$ cat config.mk
export PLATFORM = sky130hd
export DESIGN_NAME = dm_access_arbiter_flat
export DESIGN_NICKNAME = d
export VERILOG_FILES = /design/src/rtl/dm_access_arbiter_pkg.sv /design/src/rtl/dm_access_arbiter_if.sv /design/src/rtl/dm_access_arbiter_align_check.sv /design/src/rtl/dm_access_arbiter.sv /design/src/flat_wrapper.sv
export SDC_FILE = /design/constraint.sdc
export NUM_CORES = 1
export LEC_CHECK = 0
export ABC_CLOCK_PERIOD_IN_PS = 4500
export BUFFER_PORTS_ARGS = -buffer_cell sky130_fd_sc_hd__buf_4
export CORE_AREA = 2 2 110 112
export DETAILED_ROUTE_END_ITERATION = 10
export DIE_AREA = 0 0 112 114
export HOLD_SLACK_MARGIN = 0.12
export PLACE_DENSITY_LB_ADDON = 0.12
export SLEW_MARGIN = 20
export SYNTH_ARGS = -nofsm -noshare
export SYNTH_HDL_FRONTEND = slang
export SYNTH_SLANG_ARGS = --single-unit
$ cat constraint.sdc
create_clock -name clk -period 4.5 [get_ports clk]
set_input_delay 0.9 -clock clk [delete_from_list [all_inputs] [get_ports clk]]
set_output_delay 0.9 -clock clk [all_outputs]
set_load 0.02 [all_outputs]
$ cat src/rtl/dm_access_arbiter_pkg.sv
// Shared definitions for the data-memory access arbiter: memory op encoding,
// arbiter state codes and an op-validity helper.
package dm_access_arbiter_pkg;

    localparam int DMOP_SIZE = 4;

    // Size/sign codes carried in op[3:1]; op[3] marks the zero-extending loads.
    localparam logic [2:0] DMOP_BYTE  = 3'd0;
    localparam logic [2:0] DMOP_HALF  = 3'd1;
    localparam logic [2:0] DMOP_WORD  = 3'd2;
    localparam logic [2:0] DMOP_BYTEU = 3'd4;
    localparam logic [2:0] DMOP_HALFU = 3'd5;

    typedef enum logic {
        ARB_ARB    = 1'b0,
        ARB_LOCKED = 1'b1
    } arb_state_e;

    function automatic logic dmop_known(input logic [DMOP_SIZE-1:0] op);
        logic known;
        case (op[DMOP_SIZE-1:1])
            DMOP_BYTE, DMOP_HALF, DMOP_WORD, DMOP_BYTEU, DMOP_HALFU: known = 1'b1;
            default:                                               known = 1'b0;
        endcase
        return known;
    endfunction

endpackage

$ cat src/rtl/dm_access_arbiter_if.sv
// Requester-side bundle of the data-memory arbiter: two request ports plus
// the shared one-hot response channel.
interface dm_access_arbiter_if #(
    parameter int ADDR_W = 32
) ();
    import dm_access_arbiter_pkg::*;

    logic [1:0]           req_valid;
    logic [1:0]           req_lock;
    logic [ADDR_W-1:0]    req_addr0;
    logic [ADDR_W-1:0]    req_addr1;
    logic [31:0]          req_wdata0;
    logic [31:0]          req_wdata1;
    logic [DMOP_SIZE-1:0] req_op0;
    logic [DMOP_SIZE-1:0] req_op1;
    logic [1:0]           req_ready;
    logic [1:0]           rsp_valid;
    logic [31:0]          rsp_data;
    logic                 rsp_err;

    modport master (
        output req_valid, req_lock, req_addr0, req_addr1,
               req_wdata0, req_wdata1, req_op0, req_op1,
        input  req_ready, rsp_valid, rsp_data, rsp_err
    );

    modport slave (
        input  req_valid, req_lock, req_addr0, req_addr1,
               req_wdata0, req_wdata1, req_op0, req_op1,
        output req_ready, rsp_valid, rsp_data, rsp_err
    );

endinterface

$ cat src/rtl/dm_access_arbiter_align_check.sv
// Natural-alignment check for one memory op; byte and unknown ops never fault.
module dm_align_check
    import dm_access_arbiter_pkg::*;
(
    input  logic [DMOP_SIZE-1:0] op_i,
    input  logic [1:0]           addr_i,
    output logic                 aligned_o
);

    // Alignment requirement by access size
    always_comb begin
        aligned_o = 1'b1;
        case (op_i[DMOP_SIZE-1:1])
            DMOP_WORD:              aligned_o = (addr_i == 2'b00);
            DMOP_HALF, DMOP_HALFU:  aligned_o = ~addr_i[0];
            default:                aligned_o = 1'b1;
        endcase
    end

endmodule

$ cat src/rtl/dm_access_arbiter.sv
// Two-port round-robin arbiter with bounded lock bursts in front of the
// single-port data memory; returns registered read data one cycle after grant.
module dm_access_arbiter
    import dm_access_arbiter_pkg::*;
#(
    parameter int MAX_BURST = 4,
    parameter int ADDR_W    = 32
) (
    input  logic                 clk,
    input  logic                 reset,
    dm_access_arbiter_if.slave   bus,
    output logic [ADDR_W-1:0]    mem_addr_o,
    output logic [31:0]          mem_wdata_o,
    output logic [DMOP_SIZE-1:0] mem_op_o,
    input  logic [31:0]          mem_rdata_i
);

    localparam int               CNT_W    = $clog2(MAX_BURST) + 1;
    localparam logic             LOCK_EN  = 1'(MAX_BURST > 1);
    localparam logic [CNT_W-1:0] CNT_LAST = CNT_W'(MAX_BURST - 1);

    arb_state_e           state_q, state_d;
    logic                 owner_q, owner_d;
    logic                 rr_ptr_q, rr_ptr_d;
    logic [CNT_W-1:0]     burst_cnt_q, burst_cnt_d;
    logic                 gnt_any_s, gnt_port_s, gnt_new_s;
    logic [1:0]           gnt_s;
    logic                 aligned0_s, aligned1_s, sel_aligned_s;
    logic                 sel_known_s, sel_write_s, sel_read_s;
    logic [DMOP_SIZE-1:0] sel_op_s;
    logic [1:0]           rsp_valid_q;
    logic [31:0]          rsp_data_q;
    logic                 rsp_err_q;

    dm_align_check u_align0 (.op_i(bus.req_op0), .addr_i(bus.req_addr0[1:0]), .aligned_o(aligned0_s));
    dm_align_check u_align1 (.op_i(bus.req_op1), .addr_i(bus.req_addr1[1:0]), .aligned_o(aligned1_s));

    // Grant selection and next-state for the arbitration FSM
    always_comb begin
        state_d     = state_q;
        owner_d     = owner_q;
        rr_ptr_d    = rr_ptr_q;
        burst_cnt_d = burst_cnt_q;
        gnt_any_s   = 1'b0;
        gnt_port_s  = 1'b0;
        gnt_new_s   = 1'b0;
        if (reset) begin
            state_d = ARB_ARB;
        end else begin
            case (state_q)
                ARB_ARB: begin
                    gnt_new_s = |bus.req_valid;
                    if (bus.req_valid == 2'b11) begin
                        gnt_port_s = rr_ptr_q;
                        rr_ptr_d   = ~rr_ptr_q;
                    end else begin
                        gnt_port_s = bus.req_valid[1] & ~bus.req_valid[0];
                    end
                end
                ARB_LOCKED: begin
                    if (bus.req_valid[owner_q]) begin
                        gnt_any_s   = 1'b1;
                        gnt_port_s  = owner_q;
                        burst_cnt_d = burst_cnt_q + CNT_W'(1);
                        if (!bus.req_lock[owner_q] || (burst_cnt_q == CNT_LAST)) begin
                            state_d     = ARB_ARB;
                            rr_ptr_d    = ~owner_q;
                            burst_cnt_d = '0;
                        end else begin
                            state_d = ARB_LOCKED;
                        end
                    end else begin
                        // Owner idle: hand over at once so the other port sees no bubble
                        state_d     = ARB_ARB;
                        burst_cnt_d = '0;
                        gnt_new_s   = bus.req_valid[~owner_q];
                        gnt_port_s  = bus.req_valid[~owner_q] ? ~owner_q : 1'b0;
                    end
                end
                default: state_d = ARB_ARB;
            endcase
            if (gnt_new_s) begin
                gnt_any_s = 1'b1;
                if (LOCK_EN && bus.req_lock[gnt_port_s]) begin
                    state_d     = ARB_LOCKED;
                    owner_d     = gnt_port_s;
                    burst_cnt_d = CNT_W'(1);
                end else begin
                    state_d     = ARB_ARB;
                    burst_cnt_d = '0;
                end
            end else begin
                owner_d = owner_q;
            end
        end
    end

    assign gnt_s         = gnt_any_s ? (gnt_port_s ? 2'b10 : 2'b01) : 2'b00;
    assign sel_op_s      = gnt_port_s ? bus.req_op1 : bus.req_op0;
    assign sel_aligned_s = gnt_port_s ? aligned1_s : aligned0_s;
    assign sel_known_s   = dmop_known(sel_op_s);
    assign sel_write_s   = gnt_any_s & sel_aligned_s & sel_known_s & sel_op_s[0];
    assign sel_read_s    = gnt_any_s & sel_aligned_s & sel_known_s & ~sel_op_s[0];

    assign mem_addr_o    = gnt_port_s ? bus.req_addr1 : bus.req_addr0;
    assign mem_wdata_o   = gnt_port_s ? bus.req_wdata1 : bus.req_wdata0;
    assign mem_op_o      = reset ? '0 : {sel_op_s[DMOP_SIZE-1:1], sel_write_s};

    assign bus.req_ready = gnt_s;
    assign bus.rsp_valid = rsp_valid_q;
    assign bus.rsp_data  = rsp_data_q;
    assign bus.rsp_err   = rsp_err_q;

    // FSM, round-robin pointer and burst counter registers
    always_ff @(posedge clk) begin
        if (reset) begin
            state_q     <= ARB_ARB;
            owner_q     <= 1'b0;
            rr_ptr_q    <= 1'b0;
            burst_cnt_q <= '0;
        end else begin
            state_q     <= state_d;
            owner_q     <= owner_d;
            rr_ptr_q    <= rr_ptr_d;
            burst_cnt_q <= burst_cnt_d;
        end
    end

    // Response register: one-hot grant, read data and alignment fault
    always_ff @(posedge clk) begin
        if (reset) begin
            rsp_valid_q <= 2'b00;
            rsp_data_q  <= 32'h0000_0000;
            rsp_err_q   <= 1'b0;
        end else begin
            rsp_valid_q <= gnt_s;
            rsp_data_q  <= sel_read_s ? mem_rdata_i : 32'h0000_0000;
            rsp_err_q   <= gnt_any_s & ~sel_aligned_s;
        end
    end

endmodule
$ cat src/flat_wrapper.sv
// flat-port wrapper written by rule: the top's interface ports become plain ports
module dm_access_arbiter_flat import dm_access_arbiter_pkg::*;
#(
    parameter int MAX_BURST = 4,
    parameter int ADDR_W    = 32
)
  (clk, reset, mem_addr_o, mem_wdata_o, mem_op_o, mem_rdata_i, bus_req_valid, bus_req_lock, bus_req_addr0, bus_req_addr1, bus_req_wdata0, bus_req_wdata1, bus_req_op0, bus_req_op1, bus_req_ready, bus_rsp_valid, bus_rsp_data, bus_rsp_err);
  dm_access_arbiter_if #(.ADDR_W(ADDR_W)) bus_i ();
  input  logic clk;
  input  logic reset;
  output logic [ADDR_W-1:0] mem_addr_o;
  output logic [31:0] mem_wdata_o;
  output logic [DMOP_SIZE-1:0] mem_op_o;
  input  logic [31:0] mem_rdata_i;
  input wire logic [$bits(bus_i.req_valid)-1:0] bus_req_valid;
  input wire logic [$bits(bus_i.req_lock)-1:0] bus_req_lock;
  input wire logic [$bits(bus_i.req_addr0)-1:0] bus_req_addr0;
  input wire logic [$bits(bus_i.req_addr1)-1:0] bus_req_addr1;
  input wire logic [$bits(bus_i.req_wdata0)-1:0] bus_req_wdata0;
  input wire logic [$bits(bus_i.req_wdata1)-1:0] bus_req_wdata1;
  input wire logic [$bits(bus_i.req_op0)-1:0] bus_req_op0;
  input wire logic [$bits(bus_i.req_op1)-1:0] bus_req_op1;
  output wire logic [$bits(bus_i.req_ready)-1:0] bus_req_ready;
  output wire logic [$bits(bus_i.rsp_valid)-1:0] bus_rsp_valid;
  output wire logic [$bits(bus_i.rsp_data)-1:0] bus_rsp_data;
  output wire logic [$bits(bus_i.rsp_err)-1:0] bus_rsp_err;
  assign bus_i.req_valid = bus_req_valid;
  assign bus_i.req_lock = bus_req_lock;
  assign bus_i.req_addr0 = bus_req_addr0;
  assign bus_i.req_addr1 = bus_req_addr1;
  assign bus_i.req_wdata0 = bus_req_wdata0;
  assign bus_i.req_wdata1 = bus_req_wdata1;
  assign bus_i.req_op0 = bus_req_op0;
  assign bus_i.req_op1 = bus_req_op1;
  assign bus_req_ready = bus_i.req_ready;
  assign bus_rsp_valid = bus_i.rsp_valid;
  assign bus_rsp_data = bus_i.rsp_data;
  assign bus_rsp_err = bus_i.rsp_err;
  dm_access_arbiter #(.MAX_BURST(MAX_BURST), .ADDR_W(ADDR_W)) u_core (.clk(clk), .reset(reset), .bus(bus_i), .mem_addr_o(mem_addr_o), .mem_wdata_o(mem_wdata_o), .mem_op_o(mem_op_o), .mem_rdata_i(mem_rdata_i));
endmodule
==> metrics, run 1 <==
Clock Latency Late Sink=0.28 ns; vias in the first global route=2,793; Ports=279; Antenna Cells=0; Longest Clk Path Bufs=2; ranking of synthesized cells by area=dfxtp_1 31%, mux2_2 19%, nor3b_2 14%, mux2_4 12%, mux2i_1 2.3%; Area after DPL=4840 µm²; crit path launch=bus_req_valid[0]; Tmin final=3.41 ns; # rows=40; Die Area=12,800 µm²; CP peak stage delay=0.41 ns; share of the synthesized area in the top cell type=30.8%; hold_buf cts=0; status=finished, final reports clean; cell area power density=243 nW/µm²; Max transition margin=49.0%; total power=1210 µW; hpwl dp=8.42 mm; arrival time worst endpoint=2.51 ns; Post-Syn Area=2670 µm²; Fin Hold WS=0.499 ns; sw frac=29.6%; max-cap viol count=0; max-slew violations=0; total congestion overflow=0; Initial Util=22.8%; cell internal pwr=854 µW; Post-synth EDFFs=0; R2R depth=5; Area Growth Syn to Fin=87.3%; Worst R2R Setup Slack=2.07 ns; Global Route Usage Sum=14.3%; Die H=114 µm; core outline area=11,700 µm²; CP cell instances=buf_4 > inv_1 > o211a_4 > buf_4 > mux2_2 > buf_4; Synth Instances=225; Sink Count=41; CTS clk-pin slew, worst paths=0.06 ns; CP Launch Type=input pin; first-pass GRT wire length=14.6 mm; Reg power frac=31.8%; Final setup viols=0; Gate power share=38.4%; post-route ant nets=0; clk_skew=0.00493 ns; Yosys cell types=41; Fmax=293 MHz; Slew @ Worst Pin=0.761 ns; Most used DFF post-synth=dfxtp_1; Place WS=1.09 ns; clock power share=29.9%; First-pass DRT Iterations=4; Placer Congestion=0.784; Worst Setup End Kind=output port; Max FO, Critical Path=19; post-synth net total=401; Critical-path top delay cell=o211a_4; Hold/Removal Path Class=flop to flop; final wirelength=9.95 mm; CTS tree=yes; fraction of layout cells with a size suffix above 1=78.1%; Net Switching=359 µW; CTS buffer count=5; Mapped Avg Cell Area=11.9 µm²; crit share post-route=75.8%; cell depth of the worst setup path=6; flops & latches, synth=41; design area=5000 µm²; Setup CP Type=input pin to output port; CP endpoint=mem_addr_o[30]; WP buf/inv=4; Vias=2,799; Async S/R FF share, synth=0%; setup tns final=0 ns; Crit path top cell by count=buf_4; Worst EP required=3.60 ns; RSZ-0062 raised after global routing=false; WL per Instance=15.4 µm; Die X=112 µm; post-synth top area cell=dfxtp_1; commonest cells in the netlist=44 x mux2_2, 41 x dfxtp_1, 30 x nor3b_2, 21 x mux2_4, 8 x inv_1; Root Buffer=clkbuf_16; Reg2Reg Capture Point=u_core.bus.rsp_data[12]; fin worst setup slack=1.09 ns; drc violations=0; worst vdd ir=169 µV; most frequent cell after synthesis=mux2_2; leak pwr=0.00239 µW; Crit path max-delay family=buffers and inverters; initial DRC count=55; RR Startpoint=u_core.state_q; Port Buf Inserts=278; routed vias/inst=4.34; initial antenna violation count=0; Yosys warnings=0; Final Hold Fails=0; largest net degree at the start of global routing=36; cts repair resizes=0; Post-CTS Setup Bufs=0; fin nets=673; H-tree depth=2; Seq/Total Area, Yosys=30.8%
[sequential cells by signal, summed over array words and instances (netlist names)]
register and count:
u_core.owner_q 1, u_core.state_q 1, u_core.rr_ptr_q 1, u_core.bus.rsp_err 1
u_core.bus.rsp_data 32, u_core.burst_cnt_q 3, u_core.bus.rsp_valid 2
[layout by cell type (no fill, tap or decap), drive strengths merged, types with 4 or more instances in the layout]
cell / count
buf: 282
a21oi: 5
mux2i: 7
nor4bb: 4
nor3: 5
nor3b: 32
mux2: 65
o211a: 4
inv: 8
nor2: 7
clkbuf: 6
dfxtp: 41
[area by class of cell]
class,count,area (µm²)
flip-flops and latches,41,821
clock buffers,6,139
clock inverters,2,13.8
repair buffers,282,2130
well taps,147,184
fillers,1178,6710
inverters,8,30.0
multi-input cells,159,1680
[cells by family (layout without fill, tap and decap cells)]
group                    after synthesis  count (layout)  share of synthesized area, %
flip-flops                            41              41                          30.8
AND/OR/NAND/NOR                       61              61                          21.2
multiplexers                          72              72                          33.5
adder cells (fa/ha/maj)                2               2                         0.938
buffers and inverters                 25             298                          6.85
AO/OA/AOI/OAI                         24              24                          6.75
[worst reg2reg max path, delay by kind of cell (launching register included)]
family | cells | cell delay [ns]
muxes | 1 | 0.36
AOI/OAI and AO/OA | 2 | 1.01
DFF | 1 | 0.46
and+or+nand+nor | 1 | 0.08
buffers and inverters | 1 | 0.39
[metal layers]
| metal | up-vias | GRT usage (%) | share of wire [%] | wire, µm |
|---|---|---|---|---|
| met5 | - | 0 | 0 | 0 |
| met4 | 0 | 2.44 | 0.53 | 53 |
| met3 | 5 | 4.78 | 8.6 | 857 |
| met2 | 122 | 26.7 | 54 | 5410 |
| met1 | 1298 | 16.1 | 36 | 3630 |
| li1 | 1374 | - | - | - |
[power by group through the flow]
stage	Clock (µW)	Combinational [µW]	Sequential, µW
floorplan	0	227	407
global placement	0	466	393
detailed placement	0	470	393
CTS	374	472	385
global route	386	494	387
finish	362	465	385
[worst min path at each step]
| stage | startpoint | endpoint | slack, ns | depth (start not counted) |
|---|---|---|---|---|
| finish | u_core.rr_ptr_q | u_core.rr_ptr_q | 0.50 | 1 |
| global route | u_core.rr_ptr_q | u_core.rr_ptr_q | 0.53 | 1 |
| CTS | u_core.rr_ptr_q | u_core.rr_ptr_q | 0.50 | 1 |
| detailed placement | u_core.rr_ptr_q | u_core.rr_ptr_q | 0.49 | 1 |
| global placement | u_core.rr_ptr_q | u_core.rr_ptr_q | 0.48 | 1 |
| floorplan | u_core.rr_ptr_q | u_core.rr_ptr_q | 0.46 | 1 |
[stage by stage]
stage	util (%)	cells
floorplan	-	225
global placement	41.4	637
detailed placement	41.4	637
CTS	42.7	645
global route	42.7	645
finish	42.7	645
No activity file was read; power rests on OpenSTA's default activity.
==> run 2: changes to the inputs <==
ABC_CLOCK_PERIOD_IN_PS = 3400   (was 4500)
CORE_AREA = 2 2 109 111   (was 2 2 110 112)
DIE_AREA = 0 0 111 113   (was 0 0 112 114)
clock period = 3.4 ns   (was 4.5 ns; I/O delays follow)
==> run 2 against run 1 <==
Effect of this change:
- largest cell class unchanged
- first-iteration DRC count up 44%
- global-route usage up 0.96 points
- sequential share of layout area hardly changed
- combinational power up 33%
- critical path type unchanged
- worst setup slack lost 0.57 ns
- flip-flop and latch count stayed put
==> metrics, run 2 (synthesized netlist as in run 1, its figures left out) <==
status=finished, final reports clean; fin nets=674; setup tns final=0 ns; Hold/Removal Path Class=flop to flop; Longest Clk Path Bufs=2; Critical-path top delay cell=mux2_2; worst vdd ir=309 µV; Worst EP required=2.72 ns; CP cell instances=buf_4 > inv_1 > o211a_4 > buf_12 > mux2_2 > buf_4; RSZ-0062 raised after global routing=false; total congestion overflow=0; CP peak stage delay=0.38 ns; Slew @ Worst Pin=0.713 ns; Worst Setup End Kind=output port; Tmin final=2.88 ns; Initial Util=23.7%; core outline area=11,300 µm²; post-route ant nets=0; Placer Congestion=0.834; H-tree depth=2; design area=5000 µm²; Max transition margin=51.8%; CTS buffer count=5; clk_skew=0.00165 ns; max-slew violations=0; Root Buffer=clkbuf_16; FF+latch area=821 µm²; final wirelength=10.2 mm; cts repair resizes=0; crit share post-route=84.8%; arrival time worst endpoint=2.20 ns; Crit path top cell by count=buf_4; WL per Instance=15.8 µm; Global Route Usage Sum=15.3%; Antenna Cells=0; Final setup viols=0; Ports=279; Final Hold Fails=0; First-pass DRT Iterations=4; Port Buf Inserts=278; vias in the first global route=2,937; Area Growth Syn to Fin=87.4%; Worst R2R Setup Slack=1.33 ns; max-cap viol count=0; Area after DPL=4850 µm²; CTS tree=yes; Die X=111 µm; Die H=113 µm; most frequent cells in the layout=282 x buf_4, 44 x mux2_2, 41 x dfxtp_1; area of the multi-input gates=1680 µm²; fillcell total=1,083; Fmax=347 MHz; first-pass GRT wire length=15.3 mm; largest net degree at the start of global routing=40; Die Area=12,500 µm²; hold_buf cts=0; Clock Latency Late Sink=0.28 ns; Setup CP Type=input pin to output port; CP Launch Type=input pin; cell area power density=321 nW/µm²; drc violations=0; CTS clk-pin slew, worst paths=0.06 ns; Max FO, Critical Path=39; fraction of layout cells with a size suffix above 1=78.2%; # rows=39; hpwl dp=8.73 mm; Post-CTS Setup Bufs=0; Vias=2,819; initial DRC count=79; Sink Count=41; most common cell after layout, fill and taps aside=buf_4; routed vias/inst=4.39; max reg flops=32; leak pwr=0.00239 µW; initial antenna violation count=0
run 2: cell count changes in the layout (fill, tap and decap cells not counted):
| cell | previous run | this run |
|---|---|---|
| buf_4 | 281 | 282 |
run 2: critical path, delay by kind of cell:
family | cells | cell delay [ns]
compound gates | 1 | 0.37
buf+inv | 4 | 0.75
mux | 1 | 0.38
run 2: path summary, 6_finish.rpt:
path	start	endpoint	depth (start not counted)
setup / recovery	bus_req_valid[0]	mem_wdata_o[4]	6
hold / removal	u_core.rr_ptr_q	u_core.rr_ptr_q	1
setup reg to reg	u_core.state_q	u_core.bus.rsp_data[31]	5
hold reg to reg	u_core.rr_ptr_q	u_core.rr_ptr_q	1
run 2: area by class of cell:
| class | instances | area share, % |
|---|---|---|
| Multi-Input combinational cell | 159 | 33.6 |
| Clock buffer | 6 | 2.78 |
| Clock inverter | 2 | 0.275 |
| Sequential cell | 41 | 16.4 |
| Timing Repair Buffer | 283 | 42.7 |
| Tap cell | 143 | 3.58 |
| Inverter | 8 | 0.601 |
run 2: per-stage QoR:
step	total power, µW	hold WS (ns)	worst slack, ns	util (%)	std cells
2_1_floorplan	839	0.458	0.753	-	225
3_3_place_gp	1140	0.474	0.556	43.0	634
3_5_place_dp	1150	0.495	0.512	43.0	634
4_1_cts	1630	0.504	0.502	44.4	642
5_1_grt	1680	0.543	0.428	44.4	642
6_report	1600	0.502	0.515	44.4	642
run 2: routing by layer:
metal,vias up,share of wire (%),track usage [%]
li1,1375,-,-
met1,1305,37,17.2
met2,130,54,28.7
met3,9,7.9,4.18
met4,0,1.1,3.50
met5,-,0,0
run 2: power by group:
group          internal (µW)  switching, µW  leakage [µW]
Sequential               501           9.71      0.000334
Combinational            339            280       0.00198
Clock                    292            184     0.0000768
Total                   1130            473       0.00239
